## src/rtl/code_dec_pkg.sv

```systemverilog
// Shared constants and the decoded-word type for the streaming one-hot decoder.
package code_dec_pkg;

  localparam int unsigned CODE_W_DEF = 2;
  localparam int unsigned BUF_DEPTH  = 2;

  typedef struct packed {
    logic [2**CODE_W_DEF-1:0] onehot;
    logic                     none_flag;
  } dec_word_t;

endpackage

```

## src/rtl/code_dec_buf2.sv

```systemverilog
// Two-entry FIFO storage with 1-bit wrapping pointers and an occupancy count.
module code_dec_buf2 #(
  parameter int unsigned W_DATA = 5,
  parameter int unsigned DEPTH  = 2
) (
  input  logic              clk,
  input  logic              rst_n,
  input  logic              i_push,
  input  logic              i_pop,
  input  logic [W_DATA-1:0] i_wdata,
  output logic [W_DATA-1:0] o_rdata,
  output logic              o_full,
  output logic              o_empty
);

  logic [W_DATA-1:0] r_mem [2];
  logic              r_wr_ptr;
  logic              r_rd_ptr;
  logic [1:0]        r_count;

  always_ff @(posedge clk or negedge rst_n) begin
    if (!rst_n) begin
      r_mem[0] <= '0;
      r_mem[1] <= '0;
      r_wr_ptr <= 1'b0;
      r_rd_ptr <= 1'b0;
      r_count  <= 2'd0;
    end else begin
      if (i_push) begin
        r_mem[r_wr_ptr] <= i_wdata;
        r_wr_ptr        <= ~r_wr_ptr;
      end
      if (i_pop) begin
        r_rd_ptr <= ~r_rd_ptr;
      end
      // Simultaneous push and pop leaves the count unchanged.
      case ({i_push, i_pop})
        2'b10:   r_count <= r_count + 2'd1;
        2'b01:   r_count <= r_count - 2'd1;
        default: r_count <= r_count;
      endcase
    end
  end

  assign o_rdata = r_mem[r_rd_ptr];
  assign o_full  = (r_count == 2'(DEPTH));
  assign o_empty = (r_count == 2'd0);

endmodule

```

## src/rtl/code_decoder.sv

```systemverilog
// Streaming binary-to-one-hot decoder with a 2-entry output buffer.
// Optional encoder-contract check enabled by defining CODE_DEC_ERR_CHK_EN.
module code_decoder
  import code_dec_pkg::*;
#(
  parameter int unsigned W_CODE = CODE_W_DEF,
  parameter int unsigned DEPTH  = BUF_DEPTH
) (
  input  logic                 clk,
  input  logic                 rst_n,
  input  logic                 in_valid,
  output logic                 in_ready,
  input  logic [W_CODE-1:0]    code,
  input  logic                 code_vld,
  output logic                 out_valid,
  input  logic                 out_ready,
  output logic [2**W_CODE-1:0] onehot,
  output logic                 none_flag,
  output logic                 err
);

  localparam int unsigned W_ONEHOT = 2**W_CODE;
  localparam int unsigned W_WORD   = W_ONEHOT + 1;

  logic                w_push;
  logic                w_pop;
  logic                w_full;
  logic                w_empty;
  logic [W_ONEHOT-1:0] w_onehot;
  logic [W_WORD-1:0]   w_wdata;
  logic [W_WORD-1:0]   w_rdata;

  assign w_push   = in_valid & in_ready;
  assign w_pop    = out_valid & out_ready;
  // code is only consulted when the encoder marks it valid.
  assign w_onehot = code_vld ? (W_ONEHOT'(1) << code) : '0;
  assign w_wdata  = {w_onehot, ~code_vld};

  code_dec_buf2 #(
    .W_DATA (W_WORD),
    .DEPTH  (DEPTH)
  ) u_buf (
    .clk     (clk),
    .rst_n   (rst_n),
    .i_push  (w_push),
    .i_pop   (w_pop),
    .i_wdata (w_wdata),
    .o_rdata (w_rdata),
    .o_full  (w_full),
    .o_empty (w_empty)
  );

  assign in_ready               = ~w_full;
  assign out_valid              = ~w_empty;
  assign {onehot, none_flag}    = w_rdata;

`ifdef CODE_DEC_ERR_CHK_EN
  logic r_err;

  always_ff @(posedge clk or negedge rst_n) begin
    if (!rst_n) begin
      r_err <= 1'b0;
    end else if (w_push && !code_vld && (code != '0)) begin
      r_err <= 1'b1;
    end
  end

  assign err = r_err;
`else
  assign err = 1'b0;
`endif

endmodule

```

## config.mk

```make
export PLATFORM = sky130hd
export DESIGN_NAME = code_decoder
export DESIGN_NICKNAME = d
export VERILOG_FILES = /design/src/rtl/code_dec_pkg.sv /design/src/rtl/code_dec_buf2.sv /design/src/rtl/code_decoder.sv
export SDC_FILE = /design/constraint.sdc
export NUM_CORES = 1
export LEC_CHECK = 0
export ABC_AREA = 1
export CAP_MARGIN = 40
export CORE_ASPECT_RATIO = 0.9
export CORE_MARGIN = 2
export CORE_UTILIZATION = 36
export CTS_CLUSTER_DIAMETER = 40
export DETAILED_ROUTE_END_ITERATION = 8
export GPL_ROUTABILITY_DRIVEN = 0
export GPL_TIMING_DRIVEN = 0
export PLACE_DENSITY = 0.67
export SYNTH_ARGS = -nofsm -noshare
export SYNTH_HDL_FRONTEND = slang
export SYNTH_SLANG_ARGS = --single-unit
```

## constraint.sdc

```tcl
create_clock -name clk -period 1.4 [get_ports clk]
set_input_delay 0.28 -clock clk [delete_from_list [all_inputs] [get_ports clk]]
set_output_delay 0.28 -clock clk [all_outputs]
set_load 0.005 [all_outputs]
```

=== Word level (Yosys, flattened, before mapping) ===
Index checks and enable logic that the tools add are counted.

* Register bits: 14
* Logic and storage cells: 34

* Add/sub/neg operators: 2
* Order comparisons: 3
* Eq/ne operators: 3
* Shift-type cells: 1
* Multiplexer cells: 8
* Bitwise gates (word level): 9
* Reductions and logical operators: 3

{| class="wikitable"
|+ Operators with widths
! operator !! count
|-
| 5-bit two-way mux || 4
|-
| 10-bit bitwise mux || 1
|-
| 5-bit demux with 1-bit select || 1
|-
| 1-bit NOT || 5
|-
| 2-bit equality test, second input constant || 2
|-
| 2-bit >= comparator, second input constant || 2
|-
| 4-bit two-way mux || 1
|-
| 1-bit NOT with 2-bit output || 2
|-
| 2-bit case mux with 2 select lines || 1
|-
| 1-bit by 2-bit left shift with 4-bit output, first input constant || 1
|-
| 2-bit by 1-bit adder with 2-bit output, second input constant || 1
|-
| 1-bit bitwise AND || 2
|-
| 2-bit by 1-bit equality test with 1-bit output, second input constant || 1
|-
| 2-bit logical NOT || 1
|-
| 2-bit by 1-bit less-than comparator with 1-bit output, second input constant || 1
|-
| 2-bit nonzero test || 1
|-
| 2-bit by 1-bit subtractor with 2-bit output, second input constant || 1
|-
| 1-bit logical AND || 1
|}

=== Longest topological paths before layout ===
Gate-level depths: netlist of run 1.

* Depth after elaboration: 6
* Depth in mapped cells: 10
* Gate-level depth less buffers: 10

=== By module ===
From an unflattened synthesis of run 1, not the netlist that was laid out.

* Cell total of the unflattened synthesis: 93
* Area, all modules: 720.7 sq um

{| class="wikitable"
|+ Modules (own cells, without submodules)
! module !! instances !! cells each !! area an instance (sq um)
|-
| code_dec_buf2 || 1 || 76 || 653.1
|-
| code_decoder || 1 || 17 || 67.6
|}

=== Worst setup path after synthesis of run 1 ===
No wires, ideal clock.

* Kind: register -> register
* Start: register u_buf.r_count[1]
* End: register u_buf.r_count[1]
* Setup time: 0.117 ns
* Arrival time: 1.268 ns
* Slack: 0.015 ns
* Stages on the path, launching flop included: 8
* Path buffers: 0
* Period minus slack after synthesis: 1.385 ns
* Cells stage by stage: dfrtp_1 > a21boi_4 > inv_2 > ha_1 > inv_1 > nand3_1 > nand2_1 > nand2_1

* Cells in the longest elaborated chain, start to end: 5
* Elaborated cells between the ends (all ways): 12
* Those cells by class: 2 x add/sub; 3 x eq/ne; 1 x mux; 4 x bitwise; 2 x reduce/logical

{| class="wikitable"
|+ Ends and longest elaborated chain
! item !! RTL line !! RTL
|-
| start, declared || code_dec_buf2.sv:19 || <nowiki>logic [1:0] r_count;</nowiki>
|-
| start signal, assigned || code_dec_buf2.sv:38 || <nowiki>2'b10: r_count <= r_count + 2'd1;</nowiki>
|-
| start signal, assigned || code_dec_buf2.sv:39 || <nowiki>2'b01: r_count <= r_count - 2'd1;</nowiki>
|-
| start signal, assigned || code_dec_buf2.sv:40 || <nowiki>default: r_count <= r_count;</nowiki>
|-
| 2-bit equality test or 2-bit logical NOT (tied branches) || code_dec_buf2.sv:46, code_dec_buf2.sv:47 ||
|-
| 1-bit NOT, on equally long branches || code_decoder.sv:53, code_decoder.sv:54 ||
|-
| 1-bit bitwise AND, on equally long branches || code_decoder.sv:33, code_decoder.sv:34 ||
|-
| 2-bit by 1-bit equality test with 1-bit output or 2-bit equality test (tied branches) || code_dec_buf2.sv:37 || <nowiki>case ({i_push, i_pop})</nowiki>
|-
| 2-bit case mux with 2 select lines or 2-bit nonzero test (tied branches) || - ||
|}

Parallel ways exist; a longest one is shown, timed or not.
A chain may end at the register's enable or synchronous reset.

=== Worst setup path after layout of run 1 ===
* Start: register u_buf.r_count[1]
* End: register u_buf.r_count[1]

* Cells in the longest elaborated chain, start to end: 5
* Elaborated cells between the ends (all ways): 12
* Those cells by class: 2 x add/sub; 3 x eq/ne; 1 x mux; 4 x bitwise; 2 x reduce/logical

{| class="wikitable"
|+ Ends and longest elaborated chain
! item !! RTL line !! RTL
|-
| 2-bit logical NOT (*) || code_dec_buf2.sv:47 || <nowiki>assign o_empty = (r_count == 2'd0);</nowiki>
|-
| 1-bit NOT (*) || code_decoder.sv:54 || <nowiki>assign out_valid = ~w_empty;</nowiki>
|-
| 1-bit bitwise AND (*) || code_decoder.sv:34 || <nowiki>assign w_pop = out_valid & out_ready;</nowiki>
|-
| net u_buf.i_pop || code_dec_buf2.sv:9 || <nowiki>input logic i_pop,</nowiki>
|-
| 2-bit by 1-bit equality test with 1-bit output or 2-bit equality test (tied branches) || code_dec_buf2.sv:37 ||
|-
| 2-bit case mux with 2 select lines or 2-bit nonzero test (tied branches) || - ||
|}

The timed path passes the listed nets; every way through them passes the cells marked *.

==> results.md, run 1 <==
- The run finished with clean final reports.
- The smallest clock period supported by the final layout is computed as 1.392 ns.
- After clock tree synthesis, the flow added hold-fix buffers numbering 0.
- The required time at the endpoint of the critical path is 1.57 ns.
- The sequential cell fraction of total power is 0.345.
- Yosys printed 0 warnings.
- The maximum net fanout on the critical path is 3.
- The total length of routed met3 wires is 51 µm.
- Yosys attributes the largest share of cell area to dfrtp_1, nand2_1, nand3_1, inv_1, a21boi_4.
- The critical path goes through buf_6, inv_4, nand2_2, nand2_2, inv_2, ha_4, inv_2, nand3_2, nand2_1, nand2_1.
- The initial utilization of the core area, before any placement, comes to 0.3817.
- The layout has roughly 190 filler cells.
- The mean area per synthesized cell is 7.611 µm².
- The largest net degree at the start of global routing is 15.
- The arrival time of data at the critical path endpoint is 1.56 ns.
- The core outline area is ~1900 µm².
- The floorplan step set the die width to 51.49 µm.
- In this run the vertical extent of the chip is 46.74 µm.
- The biggest cell delay along the critical path is approximately 0.43 ns.
- The number of antenna diodes is 0.
- In this run the deepest clock path goes through 2 buffers.
- The number of detailed-route iterations in the first pass is 4.
- The clock arrives with 0.002176 ns of skew.
- The static power due to leakage is 0.0005677 µW.
- The number of nets with antenna violations after routing is 0.
- Of the post-synthesis cell area, the dominant cell type holds 0.4795.
- The wire length after detailed routing is 1586 µm.
- Leaving out filler cells and counting taps, the final layout contains 148.
- The cell count after synthesis is 96.
- The setup path with the least slack is of type register to register.
- The clock input transition at the sequential cells of the worst setup and hold paths is 0.08 ns.
- The buffer cell driving the clock tree root is clkbuf_4.
- Setup repair after global routing could not meet its margin everywhere.
- The top cell types in the final layout, fill and taps aside, are nand2_1, dfrtp_1, nand3_1, buf_4.
- The internal power is around 1200 µW.
- The worst hold margin is about 0.37 ns.
- The share of cells above drive strength 1 is 0.3333.
- The number of port buffers is 13.
- The first global-routing pass estimated 2497 µm of wire.
- The placed wire-length estimate is 1071 µm.
- The worst hold path belongs to the class input port to asynchronous set/reset pin.
- The sort of element at the end of the critical path is a register.
- The number of buffers added by the clock tree synthesis step is 3.
- The number of antenna violations at the first check in global routing is 0.
- The part of the power in combinational logic is 0.547.
- The CTS tree is yes.
- The total setup violations reported at the end of the flow is 0.
- The worst register-to-register path has a depth of 10.
- The standard cell with the maximum stage delay on the critical path is dfrtp_2.
- For this run, the register share of the synthesized area comes to 0.4795.
- The cell area after synthesis is 730.7 µm².
- The power spent charging and discharging nets is 823.6 µW.
- The peak clock frequency supported by timing is 718.2 MHz.
- The count of endpoints failing hold in the final timing report is 0.
- The synthesized net count is 104.
- CTS built an H-tree with a depth of 1.
- The worst pin sits at a relative slew slack of 0.5975.
- Detailed routing inserted a total of 684 vias.
- Adding up every negative setup slack in the final design gives 0 ns.
- Of the available clock period, the critical path in the final layout requires 0.9946.
- The DRC violation total after the first TritonRoute iteration is 20.
- The number of top-level pins is 15.
- The worst supply voltage drop on vdd is around 1.2 mV.
- The transition time at the pin with the least slew margin is 0.6018 ns.
- The number of different library cells used by synthesis comes to 16.
- The layout net count is 133.
- The number of global-route vias before repair is 580.
- The placed cell count is between 100 and 150.
- Summing all flip-flop and latch instances after layout gives 352.8 µm².
- The highest routing layer actually used is met4.
- Clock latency on the worst-skew pair, taken at its later pin, is around 0.28 ns.
- After detailed routing, the number of vias per cell comes to approximately 4.6.
- The overall overflow remaining after global route is 0.
- STA classifies the critical path startpoint as a register.
- The placement row count is 15.
- dfrtp_1 takes more of the synthesized area than any other cell.
- After detailed routing, the wire length on met1 is 729 µm.
- The area of the die is 2407 µm².
- Of the total power, the share spent switching nets is 0.4009.
- The library cell used most frequently in the layout, excluding fill and tap cells, is nand2_1.
- Across every metal layer, demand over resource in global routing totals 0.1422.
- The max-slew violation count was 0.
- Across the run, the number of max-cap violations was 0.
- The routed wire length on met2 is 784 µm.
- The number of DRC violations after detailed routing is 0.
- The power density over the cells is between 2000 and 2500 nW/µm².
- The number of sinks driven by the clock tree is 14.
- The area used by multi-input combinational logic is 360.3 µm².
- Of the total power, the clock network draws 0.108.
- From synthesis to final layout, the design area changed by 38.19%.
- The final routed wire length divided by cell count is 10.72 µm.
- The flip-flop and latch count after synthesis is 14.
[registers in the layout, indices dropped and copies added (netlist names)]
name	count
u_buf.r_count	2
u_buf.r_wr_ptr	1
u_buf.r_rd_ptr	1
u_buf.r_mem	10
[Yosys cell counts]
cell and n:
nand2_1 46, dfrtp_1 14, nand3_1 10, inv_1 7
nor2_1 4, inv_2 3, nand4_1 3, a21boi_4 1
buf_2 1, buf_4 1, conb_1 1, ha_1 1
nand2_4 1, nand3_2 1, xnor2_1 1, xor2_1 1
[logic make-up after synthesis]
group / after synthesis / share of synthesized area
other cells: 1 / 0.005132
compound gates: 1 / 0.02569
simple gates: 65 / 0.3801
xor+xnor: 2 / 0.02398
buf+inv: 12 / 0.06850
flops: 14 / 0.4795
fa+ha+maj: 1 / 0.01712
[worst max-delay path: cells and delay by family (launching register included)]
kind                     cells  cell delay (ns)
flip-flops                   1             0.43
adder cells (fa/ha/maj)      1             0.23
AND/OR/NAND/NOR              5             0.33
buffers and inverters        4             0.29
[worst paths after layout]
check,start,end,slack [ns]
setup / recovery,u_buf.r_count[1]$_DFFE_PN0P_,u_buf.r_count[1]$_DFFE_PN0P_,0.008
hold / removal,rst_n,u_buf.r_count[0]$_DFFE_PN0P_,0.37
hold reg to reg,u_buf.r_mem[6]$_DFFE_PN0P_,u_buf.r_mem[6]$_DFFE_PN0P_,0.49
max in group asynchronous,rst_n,u_buf.r_rd_ptr$_DFFE_PN0P_,0.60
min in group clk,in_valid,u_buf.r_mem[0]$_DFFE_PN0P_,0.48
setup reg to reg,u_buf.r_count[1]$_DFFE_PN0P_,u_buf.r_count[1]$_DFFE_PN0P_,0.008
[layer usage]
metal	vias up	track usage
met1	313	0.1927
li1	354	-
met2	15	0.2333
met5	-	0
met3	2	0.01911
met4	0	0.06316
[per-stage QoR]
stage	total power, µW	utilization	setup WS, ns	cell area, µm²
after floorplan	1215	-	0.01472	730.7
after global placement	1535	0.4660	-0.4762	892.1
after detailed placement	1558	0.4660	-0.5183	892.1
after CTS	2008	0.5275	-0.1270	1010
after global routing	2208	0.5275	-0.06212	1010
final	2054	0.5275	0.007565	1010
[power groups by stage]
stage                     clock network, µW  registers (µW)  logic (µW)
after floorplan                           0             690         525
after global placement                    0             715         821
after detailed placement                  0             721         837
after CTS                               224             690        1090
after global routing                    246             723        1240
final                                   222             709        1120
[final cells by class]
| class | count | share of cell area |
|---|---|---|
| multi-input cells | 70 | 0.3569 |
| flip-flops and latches | 14 | 0.3494 |
| repair buffers | 24 | 0.1859 |
| inverters | 10 | 0.04213 |
| well taps | 25 | 0.03098 |
| clock buffers | 3 | 0.02230 |
| plain buffers | 2 | 0.01239 |
[repair_timing]
item	CTS	global route
pin swaps	2	7
setup endpoints to repair	9	7
gates cloned	0	0
resized for setup	33	12
buffers inserted	12	3
Note: power is estimated with default switching activity, not from simulation.
==> run 2, diff against run 1 <==
Settings changed: CORE_UTILIZATION 36 to 43, PLACE_DENSITY 0.67 to 0.77.
==> run 2 against run 1 <==
- the flow now finishes with violations (negative setup slack)
- final cell count up 3.4%
- sequential cell count unchanged
- worst hold slack better by 0.012 ns
- via count up 7.3%
- global-route usage up 5.9 points
- non-clock buffer count up 5
- first-iteration DRC count up 50%
- sequential power down 2%
- setup slack worse by 0.070 ns
- design area up 7.2%
- sequential share of layout area down 2.3 points
==> results.md, run 2 (synthesized netlist as in run 1, its figures left out) <==
- The max-slew violation count was 0 (unchanged).
- The number of detailed-route iterations in the first pass came to 6 (+2).
- The flip-flop count of the largest register, all copies and words added is 10 (unchanged).
- The number of buffers added by the clock tree synthesis step was 3 (unchanged).
- The number of antenna diodes is 0 (unchanged).
- The final critical path time including I/O delays and setup is 1.463 ns (+0.07050 ns).
- The area growth from synthesis to layout is 48.12%.
- The cts-stage hold buffer count is 0 (unchanged).
- The required time at the endpoint of the critical path is 1.12 ns (-0.45 ns).
- The share of cells above drive strength 1 came to 0.3411 (+0.007752).
- The internal power is 1444 µW (+17%).
- The DRC violation total after the first TritonRoute iteration came to 30 (+50%).
- The max-slew headroom at the worst pin is 0.5817 (-0.01583).
- The max-cap check violation count is 0 (unchanged).
- The area of the die is 2045 µm² (-15%).
- The worst supply voltage drop on vdd was 1.073 mV (-9.2%).
- The placement row count came to 14 (-1).
- The core outline area was 1629 µm² (-15%).
- The worst setup path is launched from a register.
- The final routed wire length divided by cell count is 11.48 µm (+7.1%).
- TritonCTS built the clock tree.
- In the layout the commonest cells are nand2_1, dfrtp_1, nand3_1, buf_4, buf_2.
- The run finished, with violations left.
- The effective utilization at floorplan is 0.4485 (+0.06684).
- The maximum net fanout on the critical path is 5 (+2).
- The count of non-filler cells in the finished layout is 153 (+3.4%).
- The sequential cell fraction of total power came to 0.300 (-0.045).
- The number of antenna violations at the first check in global routing was 0 (unchanged).
- The largest registers in the layout are u_buf.r_mem (10), u_buf.r_count (2).
- The static power due to leakage is 0.0006083 µW (+7.1%).
- The largest net degree at the start of global routing is 15 (unchanged).
- The clock latency at the later pin of the worst-skew pair is 0.27 ns (about the same).
- The wire length of the first global-routing pass is 2835 µm (+14%).
- The number of global-route vias before repair was 639 (+10%).
- The library cell used most frequently in the layout, excluding fill and tap cells, is nand2_1.
- The fraction of power consumed by the clock network is 0.125 (+0.017).
- The part of the power in combinational logic is 0.574 (+0.027).
- The peak clock frequency supported by timing is 683.6 MHz (-4.8%).
- The sort of element at the end of the critical path is an output pin.
- The number of top-level pins is 15 (unchanged).
- The worst path setup slack after routing is -0.06293 ns (-0.07050 ns).
- The worst hold path belongs to the class input port to asynchronous set/reset pin.
- The arrival time of data at the critical path endpoint is 1.18 ns (-0.38 ns).
- The total via count after detailed routing was 734 (+7.3%).
- The number of sinks driven by the clock tree is 14 (unchanged).
- The global-route total usage across every layer was 0.2010 (+0.05885).
- The post-detailed-route via-to-cell ratio is 4.797 (+3.8%).
- The buffer cell driving the clock tree root is clkbuf_4.
- The critical path is of the register to output pin type.
- The power spent charging and discharging nets is 877.9 µW (+6.6%).
- The width of the chip is 47.45 µm (-7.8%).
- The checks that failed: negative setup slack.
- The count of endpoints failing hold in the final timing report is 0 (unchanged).
- The clock input transition at the sequential cells of the worst setup and hold paths is 0.09 ns (about the same).
- The total setup violations reported at the end of the flow is 3 (+3).
- The wire length after detailed routing is 1756 µm (+11%).
- The share of the core filled with cells in the final layout came to 0.6644 (+0.1369).
- The placed wire-length estimate was 1046 µm (-2.4%).
- Setup repair after global routing could not meet its margin everywhere.
- Ranked by flip-flop count, first place goes to u_buf.r_mem.
- The number of nets with antenna violations after routing is 0 (unchanged).
- The transition time at the pin with the least slew margin came to 0.6255 ns (+0.02366 ns).
- The number of H-tree levels was 1 (unchanged).
- The pre-CTS setup slack came to -0.5022 ns (+0.01612 ns).
- The die outline height is 43.11 µm (-7.8%).
- The placed cell count is 133 (-0.75%).
- The power density over the cells was 2145 nW/µm² (+5.5%).
- The switching part of the total power is 0.3781 (-0.02282).
- The buffer depth of the longest clock path came to 2 (unchanged).
- The final non-filler cell area came to 1082 µm² (+7.2%).
- The area after detailed placement is 890.9 µm² (-0.14%).
- The overall overflow remaining after global route was 0 (unchanged).
- The share of the clock period used by the worst path was 1.045 (+0.05035).
- The layout net count is 138 (+3.8%).
- The total negative slack for setup checks is -0.1337 ns (-0.1337 ns).
- The number of port buffers came to 13 (unchanged).
- The number of DRC violations after detailed routing is 0 (unchanged).
- The worst clock skew is 0.002263 ns (+0.00008691 ns).
## run 2: cell count changes in the layout (fill, tap and decap cells not counted), sizes merged
| cell | before | now |
|---|---|---|
| buf | 17 | 25 |
| clkbuf | 6 | 4 |
## run 2: power by group through the flow
stage	Combinational [µW]	Sequential, µW	Clock, µW
final	1330	698	291
after global routing	1470	712	320
after CTS	1250	692	292
after detailed placement	839	722	0
after global placement	819	715	0
after floorplan	525	690	0
## run 2: routing by layer
layer | GRT usage | up-vias | part of all wire
li1 | - | 364 | -
met1 | 0.2594 | 338 | 0.44
met2 | 0.3378 | 20 | 0.50
met3 | 0.02553 | 12 | 0.031
met4 | 0.06111 | 0 | 0.022
met5 | 0 | - | 0
## run 2: layout make-up
class / instances / area, µm²
buffer: 2 / 12.51
clock buffer: 4 / 36.28
fill: 133 / 546.8
inverter: 10 / 40.04
multi-input combinational: 70 / 352.8
sequential: 14 / 352.8
tap: 24 / 30.03
timing repair buffer: 29 / 257.7
## run 2: critical path, cell delays in order, from the launching register on
cell     delay, ns
dfrtp_2       0.45
inv_4         0.07
buf_6         0.11
buf_6         0.09
nand2_2       0.03
nand2_1       0.04
buf_2         0.10
## run 2: through the flow
step	hold slack, ns	total power [µW]
4_1_cts	0.3979	2236
3_5_place_dp	0.4595	1560
2_1_floorplan	-0.01559	1215
3_3_place_gp	0.4557	1533
6_report	0.3862	2322
5_1_grt	0.4326	2502
## run 2: path summary, 6_finish.rpt
| path | startpoint | to | slack [ns] | cells past startpoint |
|---|---|---|---|---|
| setup reg to reg | u_buf.r_count[0]$_DFFE_PN0P_ | u_buf.r_count[1]$_DFFE_PN0P_ | 0.01 | 9 |
| max in group asynchronous | rst_n | u_buf.r_count[1]$_DFFE_PN0P_ | 0.57 | 1 |
| setup / recovery | u_buf.r_rd_ptr$_DFFE_PN0P_ | onehot[3] | -0.06 | 6 |
| min in group clk | in_valid | u_buf.r_mem[0]$_DFFE_PN0P_ | 0.48 | 3 |
| hold / removal | rst_n | u_buf.r_mem[5]$_DFFE_PN0P_ | 0.39 | 1 |
| hold reg to reg | u_buf.r_mem[1]$_DFFE_PN0P_ | u_buf.r_mem[1]$_DFFE_PN0P_ | 0.48 | 2 |
## run 2: repair_timing
item / in CTS / in global routing
pin swaps: 4 / 2
setup buffers: 16 / 1
resized for setup: 41 / 3
setup endpoints to repair: 9 / 7
==> run 3, diff against run 2 <==
Settings changed: RECOVER_POWER from default to 50.
==> run 3 against run 2 <==
- the flow still finishes with violations (negative setup slack)
- critical path depth unchanged
- register-to-register slack barely moved
- clock skew down 0.0015 ns
- clock power about the same
- sequential share of layout area unchanged
- via count fell by 1.9%
- first-iteration DRC count is the same
- critical endpoint unchanged
- largest cell class unchanged
==> results.md, run 3 (synthesized netlist as in run 1, its figures left out) <==
- The run finished, with violations left.
- The checks that failed: negative setup slack.
- The number of nets with antenna violations after routing was 0 (unchanged).
- The power spent charging and discharging nets was 874.6 µW (-0.38%).
- The standard cell with the maximum stage delay on the critical path is dfrtp_2.
- The number of buffers added by the clock tree synthesis step is 3 (unchanged).
- The number of top-level pins came to 15 (unchanged).
- The largest register by flop count is u_buf.r_mem.
- The worst setup path startpoint is u_buf.r_rd_ptr$_DFFE_PN0P_.
- Setup repair after global routing could not meet its margin everywhere.
- The most common cell after layout, fill and taps aside is nand2_1.
- The die outline height was 43.11 µm (unchanged).
- The number of sinks driven by the clock tree came to 14 (unchanged).
- The overall overflow remaining after global route was 0 (unchanged).
- The peak clock frequency supported by timing came to 684.6 MHz (+0.16%).
- The worst clock skew is 0.0007391 ns (-0.001523 ns).
- The biggest cell delay along the critical path is 0.45 ns (about the same).
- The placed cell count came to 133 (unchanged).
- Traced cell by cell, the critical path runs through inv_4, buf_6, buf_6, nand2_2, nand2_1, buf_2.
- The number of antenna diodes came to 0 (unchanged).
- The pre-CTS setup slack was -0.5022 ns (unchanged).
- The tree is rooted in a clkbuf_4.
- The buffer depth of the longest clock path came to 2 (unchanged).
- The layout net count came to 138 (unchanged).
- The part of the power in combinational logic is 0.574 (about the same).
- The required time at the endpoint of the critical path is 1.12 ns (about the same).
- The final routed wire length divided by cell count came to 11.42 µm (-0.51%).
- The internal power is 1443 µW (about the same).
- The number of detailed-route iterations in the first pass is 5 (-1).
- The power density over the cells is 2142 nW/µm² (-0.16%).
- The max-slew headroom at the worst pin came to 0.5778 (-0.003888).
- The number of antenna violations at the first check in global routing was 0 (unchanged).
- The clock latency at the later pin of the worst-skew pair is 0.27 ns (about the same).
- The worst register-to-register path begins at u_buf.r_count[0]$_DFFE_PN0P_.
- The transition time at the pin with the least slew margin is 0.6312 ns (+0.005709 ns).
- The effective utilization at floorplan came to 0.4485 (unchanged).
- The number of H-tree levels is 1 (unchanged).
- The start-to-end type of the worst setup path is register to output pin.
- The sequential cell fraction of total power is 0.301 (about the same).
- The share of the clock period used by the worst path is 1.043 (-0.001627).
- The DRC violation total after the first TritonRoute iteration is 30 (unchanged).
- The width of the chip is 47.45 µm (unchanged).
- In the layout the commonest cells are nand2_1, dfrtp_1, nand3_1, buf_4, buf_2.
- The maximum net fanout on the critical path is 5 (unchanged).
- The area of the die is 2045 µm² (unchanged).
- The area growth from synthesis to layout is 48.12% (unchanged).
- The flip-flop count of the largest register, all copies and words added is 10 (unchanged).
- The worst setup path is captured at an output pin.
- The number of global-route vias before repair is 639 (unchanged).
- The share of cells above drive strength 1 is 0.3411 (unchanged).
- The number of port buffers is 13 (unchanged).
- The most prevalent standard cell on the critical path is buf_6.
- The share of the core filled with cells in the final layout is 0.6644 (unchanged).
- The wire length after detailed routing is 1747 µm (-0.51%).
- The clock input transition at the sequential cells of the worst setup and hold paths is 0.09 ns (about the same).
- The total design power is 2318 µW (-0.16%).
- The max-cap check violation count is 0 (unchanged).
- The worst setup path is launched from a register.
- The max-slew violation count was 0 (unchanged).
- The final critical path time including I/O delays and setup is 1.461 ns (-0.002278 ns).
- The largest registers in the layout are u_buf.r_mem (10), u_buf.r_count (2).
- The count of endpoints failing hold in the final timing report came to 0 (unchanged).
- The total setup violations reported at the end of the flow was 3 (unchanged).
- The static power due to leakage is 0.0006085 µW (about the same).
- The worst path setup slack after routing came to -0.06065 ns (+0.002278 ns).
- The fraction of power consumed by the clock network is 0.125 (about the same).
- The total via count after detailed routing is 720 (-1.9%).
- The placed wire-length estimate came to 1046 µm (unchanged).
- The switching part of the total power is 0.3773 (-0.0007997).
- The count of non-filler cells in the finished layout is 153 (unchanged).
- The post-detailed-route via-to-cell ratio is 4.706 (-1.9%).
- The tightest min-delay check is of the input port to asynchronous set/reset pin type.
- The global-route total usage across every layer came to 0.2010 (unchanged).
- The worst supply voltage drop on vdd was 1.073 mV (about the same).
- TritonCTS built the clock tree.
- The core outline area is 1629 µm² (unchanged).
- The largest net degree at the start of global routing came to 15 (unchanged).
- The arrival time of data at the critical path endpoint was 1.18 ns (about the same).
- The number of DRC violations after detailed routing came to 0 (unchanged).
- The placement row count is 14 (unchanged).
- The wire length of the first global-routing pass is 2835 µm (unchanged).
run 3: path summary, 6_finish.rpt:
path | endpoint | slack, ns | cells after the start
min in group clk | u_buf.r_mem[0]$_DFFE_PN0P_ | 0.48 | 3
hold reg to reg | u_buf.r_mem[1]$_DFFE_PN0P_ | 0.48 | 2
setup / recovery | onehot[3] | -0.06 | 6
hold / removal | u_buf.r_mem[5]$_DFFE_PN0P_ | 0.46 | 1
setup reg to reg | u_buf.r_count[1]$_DFFE_PN0P_ | 0.01 | 9
max in group asynchronous | u_buf.r_count[1]$_DFFE_PN0P_ | 0.50 | 1
run 3: power groups by stage:
stage          Sequential [µW]  Clock (µW)  Combinational, µW
2_1_floorplan              690           0                525
3_3_place_gp               715           0                819
3_5_place_dp               722           0                839
4_1_cts                    692         292               1250
5_1_grt                    712         320               1470
6_report                   698         289               1330
run 3: cell type report:
cell class	count	area (µm²)
fill	133	546.8
sequential	14	352.8
multi-input combinational	70	352.8
timing repair buffer	29	257.7
inverter	10	40.04
clock buffer	4	36.28
tap	24	30.03
buffer	2	12.51
run 3: metrics by stage:
| stage | instance area [µm²] | TNS [ns] | hold WS [ns] |
|---|---|---|---|
| 6_report | 1082 | -0.1271 | 0.4578 |
| 2_1_floorplan | 730.7 | 0 | -0.01559 |
| 4_1_cts | 1065 | -0.09818 | 0.3979 |
| 3_5_place_dp | 890.9 | -1.851 | 0.4595 |
| 3_3_place_gp | 890.9 | -1.694 | 0.4557 |
| 5_1_grt | 1082 | -0.4585 | 0.4883 |
run 3: repair_timing:
item / in CTS / in global routing
pin swaps: 4 / 2
endpoints found under the setup margin: 9 / 7
setup buffers: 16 / 1
gates cloned: 0 / 0
resized for setup: 41 / 3
endpoints found under the hold margin: 0 / 0
hold buffers: 0 / 0
run 3: per-layer routing:
metal	track usage	routed length, µm
met5	0	0
met2	0.3378	899
met4	0.06111	24
met3	0.02553	43
met1	0.2594	779
run 3: worst max-delay path, delay by kind of cell, from the launching register on:
family,cells,cell delay (ns)
buffers and inverters,4,0.37
flip-flops,1,0.45
AND/OR/NAND/NOR,2,0.07
==> RTL edit 1 (flow settings as in run 3) <==
Set the package constant `CODE_W_DEF` to 4 (it was 2).
--- a/src/rtl/code_dec_pkg.sv
+++ b/src/rtl/code_dec_pkg.sv
@@ -2,5 +2,5 @@
 package code_dec_pkg;
 
-  localparam int unsigned CODE_W_DEF = 2;
+  localparam int unsigned CODE_W_DEF = 4;
   localparam int unsigned BUF_DEPTH  = 2;
 
Ports: changed (resized code and onehot); port bits go from 15 to 29. No check against the original RTL was run, so the function may have changed too.
==> RTL edit 1 against run 3 <==
- the flow still finishes with violations (setup timing)
- sequential cell count rose by 24
- critical path depth is the same
- combinational power rose by 60%
- final area grew 140%
- routed wire length increased to 2.6 times the old value
- register-to-register slack improved by 0.08 ns
- non-clock buffer count grew 19
- fmax is 9.5% lower
- worst hold slack worse by 0.34 ns
- setup slack worse by 0.15 ns
- area after synthesis rose to 2.6 times the old value
- sequential power rose by 110%
- power up 86%
- critical path type unchanged
- critical endpoint is now onehot[2]
- largest cell class unchanged
==> RTL edit 1: results <==
export IMPL_ys_seq_area_share_pct=50.07
export IMPL_arrival_ns=1.33
export IMPL_synth_fa_ha_area_share_pct=0.6588
export IMPL_drtIter0Drc=136
export IMPL_met3WireLength_um=239
export IMPL_crit_family="buffers and inverters"
export IMPL_peakVddDrop_mv=0.7673
export IMPL_dpl_worst_slack_ns=-0.5179
export IMPL_setup_violations=17
export IMPL_cts_buffers=5
export IMPL_slowest_stage="dfrtp_1"
export IMPL_synth_compound_area_share_pct=0.5270
export IMPL_io_buffers=27
export IMPL_skew_ns=0.006470
export IMPL_setup_tns_ns=-2.753
export IMPL_grt_max_degree=39
export IMPL_globalRouteTotalUtil_pct=20.20
export IMPL_core_area_um2=4156
export IMPL_wl_met1_um=2053
export IMPL_worst_slack_ns=-0.2137
export IMPL_dp_hpwl_um=2826
export IMPL_violations="setup timing"
export IMPL_syn_num_nets=266
export IMPL_firstDrtPassIters=4
export IMPL_status="finished, violations left"
==> RTL edit 1: cell count changes in the layout (fill, tap and decap cells not counted), moves of 5 or more <==
cell	run 3	this run
nand2_1	42	126
dfrtp_1	12	38
nand2_2	4	30
nor2_1	4	17
buf_2	8	14
nand2_4	1	7
buf_6	5	10
clkbuf_8	1	6
==> RTL edit 1: layer usage <==
metal  global-route usage, %  vias to the layer above
li1                        -                      864
met1                   27.75                      810
met2                   31.47                       51
met3                   3.631                        8
met4                   7.955                        0
met5                       0                        -
==> RTL edit 1: layout make-up <==
class,count,area (um^2)
well taps,60,75.07
multi-input cells,196,928.4
plain buffers,8,98.84
flip-flops and latches,38,950.9
clock buffers,6,82.58
inverters,13,63.81
repair buffers,42,380.4
fillers,364,1577
==> RTL edit 1: what timing repair did <==
action | in CTS | in global routing
endpoints found under the setup margin | 20 | 19
pin swaps | 11 | 7
setup buffers | 9 | 4
cloned | 2 | 0
resized for setup | 102 | 27
==> RTL edit 1: report_power, final <==
group,total (uW),switching (uW),internal [uW]
sequential,1440,150,1290
clock,750,370,380
combinational,2130,1060,1070
total,4320,1580,2740
==> RTL edit 1: worst register-to-register path: cells and delay by family, from the launching register on <==
kind / cells / cell delay, ns
buffers and inverters: 3 / 0.31
adders and majority gates: 1 / 0.21
and+or+nand+nor: 5 / 0.30
DFF: 1 / 0.39
==> RTL edit 1: worst max path at each step <==
| stage | to | slack, ns | depth (start not counted) |
|---|---|---|---|
| detailed placement | onehot[2] | -0.52 | 6 |
| floorplan | u_buf.r_count[1] | 0.08 | 9 |
| global placement | u_buf.r_rd_ptr | -0.81 | 1 |
| CTS | onehot[14] | -0.23 | 6 |
| global route | onehot[2] | -0.26 | 6 |
| finish | onehot[2] | -0.21 | 6 |
==> RTL edit 2 (flow settings as in run 3) <==
Made on the original files. Put a register stage on the output `none_flag`. The value now appears one clock later. The other outputs are not delayed to match.
--- a/src/rtl/code_decoder.sv
+++ b/src/rtl/code_decoder.sv
@@ -22,4 +22,6 @@
   localparam int unsigned W_ONEHOT = 2**W_CODE;
   localparam int unsigned W_WORD   = W_ONEHOT + 1;
+
+  logic none_flag_d;
 
   logic                w_push;
@@ -53,5 +55,5 @@
   assign in_ready               = ~w_full;
   assign out_valid              = ~w_empty;
-  assign {onehot, none_flag}    = w_rdata;
+  assign {onehot, none_flag_d}    = w_rdata;
 
 `ifdef CODE_DEC_ERR_CHK_EN
@@ -71,4 +73,8 @@
 `endif
 
+  always_ff @(posedge clk) begin
+      none_flag <= none_flag_d;
+  end
+
 endmodule
 
Formal check against the unedited RTL: not equivalent (a bounded check fails within 4 cycles, from zero or initial values and one cycle with rst_n low).
==> RTL edit 2 against run 3 <==
- routed wire length up 8.2%
- area after synthesis up 6.8%
- highest routed layer unchanged
- power up 1.2%
- sequential cell count up 1
- final area up 3.2%
- clock skew up 0.0029 ns
- critical endpoint is now onehot[1]
- via count up 1.9%
- setup slack better by 0.031 ns
- clock power down 19%
- cell count unchanged
- the flow still finishes with violations (setup timing)
==> RTL edit 2: results <==
export IMPL_combPwrFrac_pct=57.5
export IMPL_met1_usage_pct=20.13
export IMPL_synth_cell_types=17
export IMPL_synth_compound_area_share_pct=2.404
export IMPL_setup_violations=4
export IMPL_clkCellAreaFrac_pct=2.352
export IMPL_globalRouteTotalUtil_pct=18.88
export IMPL_arrival_ns=1.15
export IMPL_seq_power_uw=764
export IMPL_wl_met1_um=772
export IMPL_peakVddDrop_mv=1.231
export IMPL_nNonClkBuffers=30
export IMPL_reg2reg_slack_ns=-0.01
export IMPL_routedWlPerCell_um=12.36
export IMPL_worstPathMaxFanout=4
export IMPL_synth_xor_area_share_pct=2.244
export IMPL_dp_hpwl_um=1176
export IMPL_use_met3_pct=5.405
export IMPL_synth_cells=101
export IMPL_nFillCells=139
export IMPL_setup_tns_ns=-0.05862
export IMPL_ys_seq_area_share_pct=47.44
export IMPL_synth_fa_ha_area_share_pct=1.603
export IMPL_syn_num_nets=109
export IMPL_wl_met2_um=994
export IMPL_endpoint="onehot[1]"
export IMPL_met3WireLength_um=83
export IMPL_cpPeakStageDelay_ns=0.47
export IMPL_first_global_vias=651
export IMPL_violations="setup timing"
export IMPL_status="finished, violations left"
export IMPL_synthTopCellsByCount="nand2_1 (46), dfrtp_1 (14), nand3_1 (10)"
export IMPL_layout_drive_gt1_share_pct=35.66
export IMPL_worst_slack_ns=-0.02941
export IMPL_vias_per_cell=4.797
export IMPL_drtIter0Drc=19
export IMPL_switching_share_pct=38.78
[RTL edit 2: changes by cell type after synthesis]
cell | run 3 | this run
buf_4 | 1 | 5
dfxtp_1 | 0 | 1
[RTL edit 2: stage by stage]
step                      cell area [um^2]  setup slack, ns  hold slack, ns  utilization, %  total power [uW]
after floorplan                      780.7          0.01472        -0.01559               -              1326
after detailed placement             940.9          -0.5575          0.4601           55.95              1680
after CTS                             1060          -0.1075          0.4011           63.02              2173
after global routing                  1117         -0.07882          0.4907           66.44              2507
final                                 1117         -0.02941          0.4549           66.44              2345
after global placement               940.9          -0.4768          0.4512           55.95              1635
[RTL edit 2: worst register-to-register path: cells and delay by family (launching register included)]
kind	cells	cell delay (ns)
adder cells (fa/ha/maj)	1	0.22
flip-flops	1	0.39
buffers and inverters	4	0.34
AO/OA/AOI/OAI	1	0.17
AND/OR/NAND/NOR	3	0.20
[RTL edit 2: repair_timing]
action                                  CTS  global route
setup buffers                            10             5
resized for setup                        37            12
endpoints found under the setup margin    8             6
pin swaps                                 2             5
